File: src/rtl/run_controller.sv
// Sequencer wrapping the single-cycle core: clear -> hold -> load PC -> run until halt or watchdog.
// Every output is registered from the next state, so a state's outputs show in its first cycle.
module run_controller #(
  parameter int PC_W       = 10,
  parameter int CNT_W      = 16,
  parameter int CLR_CYCLES = 2,
  parameter int MAX_CYCLES = 4096,
  parameter logic [PC_W-1:0] PROG0_PC = '0,
  parameter logic [PC_W-1:0] PROG1_PC = '0,
  parameter logic [PC_W-1:0] PROG2_PC = '0,
  parameter logic [PC_W-1:0] PROG3_PC = '0
) (
  input  logic             clk,
  input  logic             reset,
  input  logic             start,
  input  logic [1:0]       prog_sel,
  input  logic             halt_in,
  output logic             core_rst,
  output logic             pc_load,
  output logic [PC_W-1:0]  start_pc,
  output logic             core_en,
  output logic [CNT_W-1:0] cycle_count,
  output logic             done,
  output logic             timeout
);

  typedef enum logic [2:0] {
    S_IDLE,
    S_CLEAR,
    S_HOLD,
    S_LOAD,
    S_RUN,
    S_DONE
  } state_t;

  localparam int CLR_W = (CLR_CYCLES > 1) ? $clog2(CLR_CYCLES) : 1;
  localparam logic [CLR_W-1:0] CLR_LAST = CLR_W'(CLR_CYCLES - 1);
  localparam logic [CNT_W-1:0] WD_LAST  = CNT_W'(MAX_CYCLES - 1);
  localparam logic [CNT_W-1:0] CNT_SAT  = '1;

  state_t           state;
  state_t           state_nxt;
  logic [CLR_W-1:0] clr_cnt;
  logic [CLR_W-1:0] clr_cnt_nxt;

  logic             core_rst_nxt;
  logic             pc_load_nxt;
  logic [PC_W-1:0]  start_pc_nxt;
  logic             core_en_nxt;
  logic [CNT_W-1:0] cycle_count_nxt;
  logic             done_nxt;
  logic             timeout_nxt;

  logic             wd_hit;
  logic             launch;
  logic [PC_W-1:0]  prog_pc;

  assign wd_hit = (cycle_count == WD_LAST);
  assign launch = start && ((state == S_IDLE) || (state == S_DONE));

  always_comb begin
    prog_pc = PROG0_PC;
    case (prog_sel)
      2'd0:    prog_pc = PROG0_PC;
      2'd1:    prog_pc = PROG1_PC;
      2'd2:    prog_pc = PROG2_PC;
      default: prog_pc = PROG3_PC;
    endcase
  end

  always_ff @(posedge clk) begin
    if (!reset) begin
      state       <= S_IDLE;
      clr_cnt     <= '0;
      core_rst    <= 1'b1;
      pc_load     <= 1'b0;
      start_pc    <= '0;
      core_en     <= 1'b0;
      cycle_count <= '0;
      done        <= 1'b0;
      timeout     <= 1'b0;
    end else begin
      state       <= state_nxt;
      clr_cnt     <= clr_cnt_nxt;
      core_rst    <= core_rst_nxt;
      pc_load     <= pc_load_nxt;
      start_pc    <= start_pc_nxt;
      core_en     <= core_en_nxt;
      cycle_count <= cycle_count_nxt;
      done        <= done_nxt;
      timeout     <= timeout_nxt;
    end
  end

  // In RUN an abort beats halt, and halt beats the watchdog.
  always_comb begin
    state_nxt = state;
    case (state)
      S_IDLE:  if (start) state_nxt = S_CLEAR;
      S_CLEAR: if (clr_cnt == CLR_LAST) state_nxt = S_HOLD;
      S_HOLD:  if (!start) state_nxt = S_LOAD;
      S_LOAD:  state_nxt = S_RUN;
      S_RUN: begin
        if (start)                  state_nxt = S_CLEAR;
        else if (halt_in || wd_hit) state_nxt = S_DONE;
      end
      S_DONE:  if (start) state_nxt = S_CLEAR;
      default: state_nxt = S_IDLE;
    endcase
  end

  always_comb begin
    clr_cnt_nxt = '0;
    if ((state == S_CLEAR) && (state_nxt == S_CLEAR)) clr_cnt_nxt = clr_cnt + 1'b1;

    core_rst_nxt = (state_nxt == S_IDLE) || (state_nxt == S_CLEAR);
    pc_load_nxt  = (state_nxt == S_LOAD);
    core_en_nxt  = (state_nxt == S_RUN);
    done_nxt     = (state_nxt == S_DONE);

    start_pc_nxt = start_pc;
    if (launch) start_pc_nxt = prog_pc;

    cycle_count_nxt = cycle_count;
    timeout_nxt     = timeout;
    if (state_nxt == S_CLEAR) begin
      cycle_count_nxt = '0;
      timeout_nxt     = 1'b0;
    end else if (state == S_RUN) begin
      // The cycle that ends the run is still counted.
      if (cycle_count != CNT_SAT) cycle_count_nxt = cycle_count + 1'b1;
      if (state_nxt == S_DONE) timeout_nxt = !halt_in;
    end
  end

  a_load_en_excl: assert property (@(posedge clk) disable iff (!reset) !(pc_load && core_en));
  a_rst_en_excl:  assert property (@(posedge clk) disable iff (!reset) !(core_rst && core_en));

endmodule
File: config.mk
export PLATFORM = sky130hd
export DESIGN_NAME = run_controller
export DESIGN_NICKNAME = d
export VERILOG_FILES = /design/src/rtl/run_controller.sv
export SDC_FILE = /design/constraint.sdc
export NUM_CORES = 1
export LEC_CHECK = 0
export ABC_AREA = 1
export BUFFER_PORTS_ARGS = -buffer_cell sky130_fd_sc_hd__buf_4
export CAP_MARGIN = 5
export CORE_ASPECT_RATIO = 0.9
export CORE_UTILIZATION = 56
export DETAILED_ROUTE_END_ITERATION = 12
export GPL_ROUTABILITY_DRIVEN = 0
export GPL_TIMING_DRIVEN = 0
export MAX_ROUTING_LAYER = met4
export PLACE_DENSITY_LB_ADDON = 0.1
export SETUP_SLACK_MARGIN = 0.05
export SYNTH_ARGS = -nofsm -noshare
export SYNTH_HDL_FRONTEND = slang
export SYNTH_SLANG_ARGS = --single-unit
File: constraint.sdc
create_clock -name clk -period 4.7 [get_ports clk]
set_input_delay 0.235 -clock clk [delete_from_list [all_inputs] [get_ports clk]]
set_output_delay 0.235 -clock clk [all_outputs]
set_load 0.02 [all_outputs]
# After elaboration in Yosys (flattened, before gate mapping)
# Index checks and enable logic that the tools add are counted.
dict set report totals {
  out_inout_bits 31
  word_cells 39
  inputBits 6
  register_bits 25
}
dict set report classes {
  bitwise_logic 1
  add_sub_neg 2
  muxes 6
  reduce_logical 11
  n_eq_ne 11
}
# op n
set op_table {}
lappend op_table {{adder 16 x 1 -> 16 bit (second input constant)} 1}
lappend op_table {{equality test 16 x 12 -> 1 bit (second input constant)} 1}
lappend op_table {{inequality test 16 bit (second input constant)} 1}
lappend op_table {{2-to-1 mux 3 bit} 5}
lappend op_table {{one-hot mux 3 bit (5 select lines)} 1}
lappend op_table {{equality test 3 bit (second input constant)} 4}
lappend op_table {{equality test 3 x 2 -> 1 bit (second input constant)} 3}
lappend op_table {{equality test 3 x 1 -> 1 bit (second input constant)} 2}
lappend op_table {{logical NOT 3 bit} 2}
lappend op_table {{AND reduction 2 bit} 3}
lappend op_table {{OR reduction 2 bit} 2}
lappend op_table {{logical OR 1 bit} 2}
lappend op_table {{adder 1 bit (second input constant)} 1}
lappend op_table {{logical AND 1 bit} 1}
lappend op_table {{logical NOT 1 bit} 1}
lappend op_table {{NOT 1 bit} 1}

# Depth between registers and ports, before layout
# Gate-level depths: netlist (run 1).
dict set report logic_depth {
  depth_word 8
  ltp_mapped 11
  mapped_depth_nobuf 10
}

# Worst setup path after synthesis (run 1)
# Ideal clock, no wire load.
dict set report synth_path {
  path_type {register to register}
  start {register cycle_count[0]}
  end {register cycle_count[15]}
  synth_period_minus_slack_ns 1.764
  setup_time_ns 0.114
  arrival_ns 1.649
  slack_ns 2.936
  path_buffers 1
  required_ns 4.586
  stages_incl_launch_ff 10
  path_cell_list {dfxtp_1 ha_1 nand3_2 nor2_4 nand3_1 nand2_1 inv_2 buf_6 a21oi_1 nor2_2}
}
dict set report synth_via {
  elab_chain_len 7
  word_cells_on_any_way 10
  cone_classes {add/sub: 1; eq/ne: 3; mux: 3; reduce/logical: 3}
}
# element line_no
set synth_lines {}
lappend synth_lines {{from (decl)} 22} ;# output logic [CNT_W-1:0] cycle_count,
lappend synth_lines {{from (signal assigned)} 89} ;# cycle_count <= cycle_count_nxt;
lappend synth_lines {{equality test 16 x 12 -> 1 bit} 58} ;# assign wd_hit = (cycle_count == WD_LAST);
lappend synth_lines {{logical OR 1 bit} 105} ;# else if (halt_in || wd_hit) state_nxt = S_DONE;
lappend synth_lines {{2-to-1 mux 3 bit} 105}
lappend synth_lines {{2-to-1 mux 3 bit} 104} ;# if (start) state_nxt = S_CLEAR;
lappend synth_lines {{one-hot mux 3 bit (5 select lines)} 98} ;# case (state)
lappend synth_lines {{equality test 3 x 1 -> 1 bit} 126} ;# if (state_nxt == S_CLEAR) begin
lappend synth_lines {{OR reduction 2 bit (no source line)} -}
# Parallel ways exist; a longest one is shown, timed or not.
# A chain may end at the register's enable or synchronous reset.

# Worst setup path in the final report (run 1)
# Same ends and word-level chain as after synthesis.

==> flow_metrics.py, run 1 <==
metrics = {
    "sta": {
        "period_needed_ns": 1.904,
        "fin_crit_sh": 0.4052,
        "whs_ns": 0.09497,
        "hold_viol": 0,
        "tns_ns": 0,
        "drv_slew": 0,
        "fin_skew_ns": 0.002402,
        "clock.fmax_mhz": 525.1,
        "setup_viol": 0,
        "rsz0062_at_grt": "false",
    },
    "worst_setup_path": {
        "reg2reg_slack_ns": 2.80,
        "slowest_delay_ns": 0.45,
        "r2r_cells": 9,
        "cp.arrival_ns": 2.13,
        "path_cells": "ha_1 -> nand3_2 -> nor2_4 -> nand3_1 -> nand2_1 -> inv_2 -> buf_6 -> a21oi_1 -> nor2_2",
        "critPathSlowestCell": "dfxtp_1",
        "worst_ep_required_time_ns": 4.93,
        "crit_family": "simple AND/OR/NAND/NOR gates",
        "crit_fanout": 10,
        "cp-end-kind": "flip-flop",
        "critPathBufInv": 2,
        "r2r_start": "cycle_count[0]",
        "regToRegEndpoint": "cycle_count[15]",
        "cp-start-kind": "flip-flop",
        "path_class": "reg -> reg",
    },
    "finish": {
        "area_delta_synth_final_pct": 18.87,
        "regArea_sq_um": 500.5,
        "nets": 242,
        "layout-drive-gt1-share": 0.2821,
        "multiInputGateArea_sq_um": 805.8,
        "diodes": 0,
        "nFillCells": 211,
    },
    "clocking": {
        "tritoncts": "built",
        "clk_root_buffer_cell": "clkbuf_4",
        "h-tree-depth": 1,
        "post_cts_buffers": 0,
        "clockBufferDepth": 2,
        "cts_resized": 0,
        "clock_latency_ns": 0.31,
        "clk_pin_slew_worst_paths_ns": 0.13,
        "cts_sinks": 25,
        "numCtsBuffers": 3,
        "hold_buffers": 0,
    },
    "yosys": {
        "syn_area_sq_mm": 0.001465,
        "ys_seq_area_frac": 0.3416,
        "netlist_instances": 197,
        "synth_edf_count": 0,
        "synth_cell_types": 30,
        "ys_seq_elements": 25,
        "avgSynthCellArea_sq_um": 7.437,
        "synth.most_common_cell": "nand2_1",
        "yosys-top-cells-count": "43 x nand2_1, 25 x dfxtp_1, 22 x nor2_1",
        "synth_top_area_cell": "dfxtp_1",
        "ys_top_cells_by_area": "dfxtp_1 34%, nand2_1 11%, buf_4 5.6%",
        "ys.flop_type": "dfxtp_1",
        "netlist.area_leader.share": 0.3416,
        "synth_warnings": 0,
        "ys_async_sr_fraction": 0,
    },
    "grt": {
        "grt_pass1_vias": 1171,
        "grtUsageTotal": 0.2421,
        "grt-ovfl-total": 0,
        "grt_antenna_before_repair": 0,
        "grt_pass1_wl_mm": 5.230,
        "grt_max_degree": 15,
    },
    "route": {
        "wl_per_cell_um": 11.69,
        "viasPerCell": 5.145,
        "remaining_drc_errors": 0,
        "num_vias": 1348,
        "ant_nets": 0,
        "dr.pass1.iters": 4,
        "drt_iter0_drc": 74,
        "wirelength_mm": 3.062,
    },
    "floorplan": {
        "io_pins": 37,
        "die_w_um": 55.92,
        "core.rowCount": 17,
        "die_area_sq_mm": 0.002825,
        "die_h_um": 50.53,
        "initial_utilization": 0.5938,
        "coreArea_sq_mm": 0.002467,
    },
    "place": {
        "port_buffers": 24,
        "post-dp-hpwl_mm": 2.395,
    },
    "power_and_ir_drop": {
        "power.density_mw_per_mm2": 219.5,
        "total_power_uw": 382.3,
        "total_leakage_power_uw": 0.0006828,
        "max-vdd-ir-drop_mv": 0.2510,
    },
    "flow_run": {
        "maxCapViolations": 0,
    },
    "hold_path": {
        "hold_depth": 2,
        "hold-path-endpoint": "pc_load",
        "hp-class": "in -> reg",
        "hold_path.startpoint": "start",
    },
    "run_status": {
        "outcome": "completed",
    },
}
-- per-stage QoR --
step	std cells	setup slack [ns]	utilization	instance area (sq um)
after floorplan	206	2.936	-	1499
after global placement	258	2.850	0.6947	1714
after global routing	262	2.605	0.7059	1742
after CTS	262	2.805	0.7059	1742
final	262	2.796	0.7059	1742
after detailed placement	258	2.829	0.6947	1714
-- final cells by class --
| cell class | count | area share |
|---|---|---|
| plain buffers | 13 | 0.06537 |
| clock buffers | 3 | 0.01293 |
| clock inverters | 1 | 0.002874 |
| inverters | 21 | 0.04526 |
| multi-input cells | 147 | 0.4626 |
| flip-flops and latches | 25 | 0.2874 |
| well taps | 28 | 0.02011 |
| repair buffers | 24 | 0.1034 |
-- worst reg2reg max path: cells and delay by family (launching register included) --
family,cells,cell delay (ns)
and+or+nand+nor,5,0.66
AOI/OAI and AO/OA,1,0.18
DFF,1,0.45
buffers and inverters,2,0.28
adders and majority gates,1,0.27
-- power by group --
part	total, uW	switching (uW)	leakage, uW	internal, uW
combinational	67.0	41.9	0.000463	25.1
sequential	220	5.21	0.000202	215
clock	94.8	63.0	0.0000177	31.8
total	382	110	0.000683	272
-- state kept, by name (all words and copies together), names as in the netlist --
signal,count
core_en,1
done,1
pc_load,1
state,3
core_rst,1
timeout,1
clr_cnt,1
cycle_count,16
-- cell families after synthesis --
kind of cell,synth area share
AND/OR/NAND/NOR,0.3621
buffers and inverters,0.1315
flip-flops,0.3416
AO/OA/AOI/OAI,0.09992
XOR/XNOR,0.05380
adder cells (fa/ha/maj),0.008538
other,0.002559
-- cell usage in the layout, fill, tap and decap left out, types with 3 or more instances in the layout --
cell and count:
nor3_1 8, nand4_1 4, a21oi_2 7, inv_1 17, nand2_1 43, conb_1 10, xor2_1 7, clkbuf_4 3
nand3_1 14, dfxtp_1 25, a21oi_1 8, inv_2 4, nor2_2 4, buf_4 35, nor2_1 22
-- worst max-delay path by stage --
stage          slack, ns  cells past startpoint            from         endpoint
5_1_grt             2.60                      9  cycle_count[0]  cycle_count[15]
3_5_place_dp        2.83                      9  cycle_count[0]  cycle_count[15]
6_report            2.80                      9  cycle_count[0]  cycle_count[15]
3_3_place_gp        2.85                      9  cycle_count[0]  cycle_count[15]
4_1_cts             2.81                      9  cycle_count[0]  cycle_count[15]
2_1_floorplan       2.94                      9  cycle_count[0]  cycle_count[15]
-- layer usage --
metal,up-vias,track usage,share of wire
met5,-,-,0
met4,0,0.07317,0.014
met3,5,0.04897,0.051
met2,40,0.3715,0.46
met1,613,0.3263,0.48
li1,690,-,-
Note: power is estimated with default switching activity, not from simulation.
==> run 2, diff against run 1 <==
Settings changed: CORE_UTILIZATION 56 to 52.
Clock period 4.7 ns to 2 ns, I/O delays scaled along.
==> run 2 against run 1 <==
Compared with the run above: the run now ends with design-rule violations left; largest power group unchanged; combinational power rose by 140%; largest cell class unchanged; critical path type unchanged; fmax rose by 4.6%; hold slack got worse by 0.060 ns.
==> flow_metrics.py, run 2 (synthesis results as in run 1) <==
metrics = {
    "floorplan": {
        "die_h_um": 52.36,
        "coreArea_sq_mm": 0.002552,
        "io_pins": 37,
        "die_w_um": 57.95,
        "initial_utilization": 0.5740,
        "die_area_sq_mm": 0.003034,
        "core.rowCount": 17,
    },
    "finish": {
        "mostFrequentLayoutCells": "42 x nand2_1, 35 x buf_4, 24 x dfxtp_1",
        "area_delta_synth_final_pct": 20.15,
        "top_regs": "cycle_count x16, state x3",
        "layout-drive-gt1-share": 0.2936,
        "largest_reg_flops": 16,
        "top_register": "cycle_count",
        "design_area_sq_mm": 0.001760,
        "fin_cells": 263,
        "regArea_sq_um": 501.7,
        "postLayoutCoreUtil": 0.6897,
        "multiInputGateArea_sq_um": 810.8,
        "layout_commonest_cell": "nand2_1",
        "nets": 243,
        "nFillCells": 228,
        "diodes": 0,
    },
    "route": {
        "drt_iter0_drc": 54,
        "wl_per_cell_um": 12.12,
        "viasPerCell": 5.221,
        "remaining_drc_errors": 4,
        "dr.pass1.iters": 8,
        "wirelength_mm": 3.188,
        "num_vias": 1373,
        "ant_nets": 0,
    },
    "power_and_ir_drop": {
        "max-vdd-ir-drop_mv": 0.3670,
        "total_leakage_power_uw": 0.0006810,
        "power_frac_comb": 0.175,
        "switching_share": 0.3049,
        "power_frac_seq": 0.560,
        "power.density_mw_per_mm2": 525.6,
        "p_int_uw": 643.2,
        "p_sw_uw": 282.1,
        "power_frac_clock": 0.265,
    },
    "sta": {
        "rsz0062_at_grt": "false",
        "fin_skew_ns": 0.009918,
        "hold_viol": 0,
        "whs_ns": 0.03508,
        "fin_crit_sh": 0.9105,
        "drv_slew": 0,
        "tns_ns": 0,
        "setup_viol": 0,
        "period_needed_ns": 1.821,
        "clock.fmax_mhz": 549.1,
    },
    "place": {
        "placed_area_sq_mm": 0.001714,
        "post-dp-hpwl_mm": 2.381,
        "dp_cells": 258,
        "port_buffers": 24,
    },
    "worst_setup_path": {
        "reg2reg_slack_ns": 0.18,
        "cp-end-kind": "flip-flop",
        "r2r_start": "cycle_count[1]",
        "regToRegEndpoint": "cycle_count[3]",
        "path_class": "reg -> reg",
        "cp-start-kind": "flip-flop",
        "worst_ep_required_time_ns": 2.24,
        "r2r_cells": 9,
        "crit_fanout": 10,
        "cp.arrival_ns": 2.06,
    },
    "hold_path": {
        "hold-path-endpoint": "cycle_count[2]",
        "hold_path.startpoint": "reset",
        "hp-class": "in -> reg",
        "hold_depth": 3,
    },
    "run_status": {
        "outcome": "finished, violations left",
        "violations": "design-rule violations",
    },
    "clocking": {
        "h-tree-depth": 1,
        "clk_pin_slew_worst_paths_ns": 0.14,
        "tritoncts": "built",
        "cts_sinks": 25,
        "numCtsBuffers": 3,
        "clock_latency_ns": 0.34,
        "post_cts_buffers": 0,
        "clk_root_buffer_cell": "clkbuf_4",
        "clockBufferDepth": 2,
    },
    "grt": {
        "grt_antenna_before_repair": 0,
        "grt_pass1_vias": 1286,
        "grt_max_degree": 16,
        "grt-ovfl-total": 0,
        "grtUsageTotal": 0.2507,
        "grt_pass1_wl_mm": 5.547,
    },
    "flow_run": {
        "maxCapViolations": 0,
    },
}
[run 2: repair_timing]
action,CTS,global route
setup endpoints to repair,0,15
resized for setup,0,3
hold endpoints to repair,1,0
hold buffers,1,0
[run 2: worst max-delay path by stage]
| stage | from | end | slack, ns | depth (start not counted) |
|---|---|---|---|---|
| after floorplan | cycle_count[0] | cycle_count[15] | 0.24 | 9 |
| after global placement | cycle_count[0] | cycle_count[15] | 0.16 | 9 |
| after detailed placement | cycle_count[0] | cycle_count[15] | 0.14 | 9 |
| after CTS | cycle_count[0] | cycle_count[3] | 0.12 | 9 |
| after global routing | cycle_count[1] | cycle_count[4] | 0.06 | 9 |
| final | cycle_count[1] | cycle_count[3] | 0.18 | 9 |
[run 2: metal layers]
metal	up-vias	global-route usage	share of wire
met5	-	-	0
met4	0	0.1032	0.013
met3	6	0.05679	0.050
met2	37	0.3889	0.46
met1	642	0.3171	0.48
li1	688	-	-
[run 2: area by class of cell]
type | instances | share of cell area
Multi-Input combinational cell | 147 | 0.4606
Clock inverter | 1 | 0.004264
Timing Repair Buffer | 25 | 0.1080
Inverter | 21 | 0.04478
Sequential cell | 25 | 0.2850
Buffer | 13 | 0.06468
Tap cell | 28 | 0.01990
Clock buffer | 3 | 0.01279
[run 2: power by group through the flow]
stage	Combinational (uW)	Clock, uW	Sequential, uW
after floorplan	128	0	529
after global placement	157	0	528
after detailed placement	159	0	529
after CTS	161	248	518
after global routing	177	270	520
final	162	245	518
[run 2: per-stage QoR]
stage,setup WS [ns],total power [uW]
final,0.1790,925.3
after global routing,0.06354,967.0
after CTS,0.1248,927.2
after detailed placement,0.1446,688.1
after global placement,0.1632,684.8
after floorplan,0.2365,657.3
[run 2: worst max-delay path, stage by stage, from the launching register on]
cell	delay [ns]
dfxtp_1	0.43
ha_2	0.24
nand3_2	0.14
nor2_4	0.18
nand4_1	0.16
nand2_2	0.16
nand3_4	0.09
nand2_4	0.14
buf_12	0.16
a21oi_2	0.04
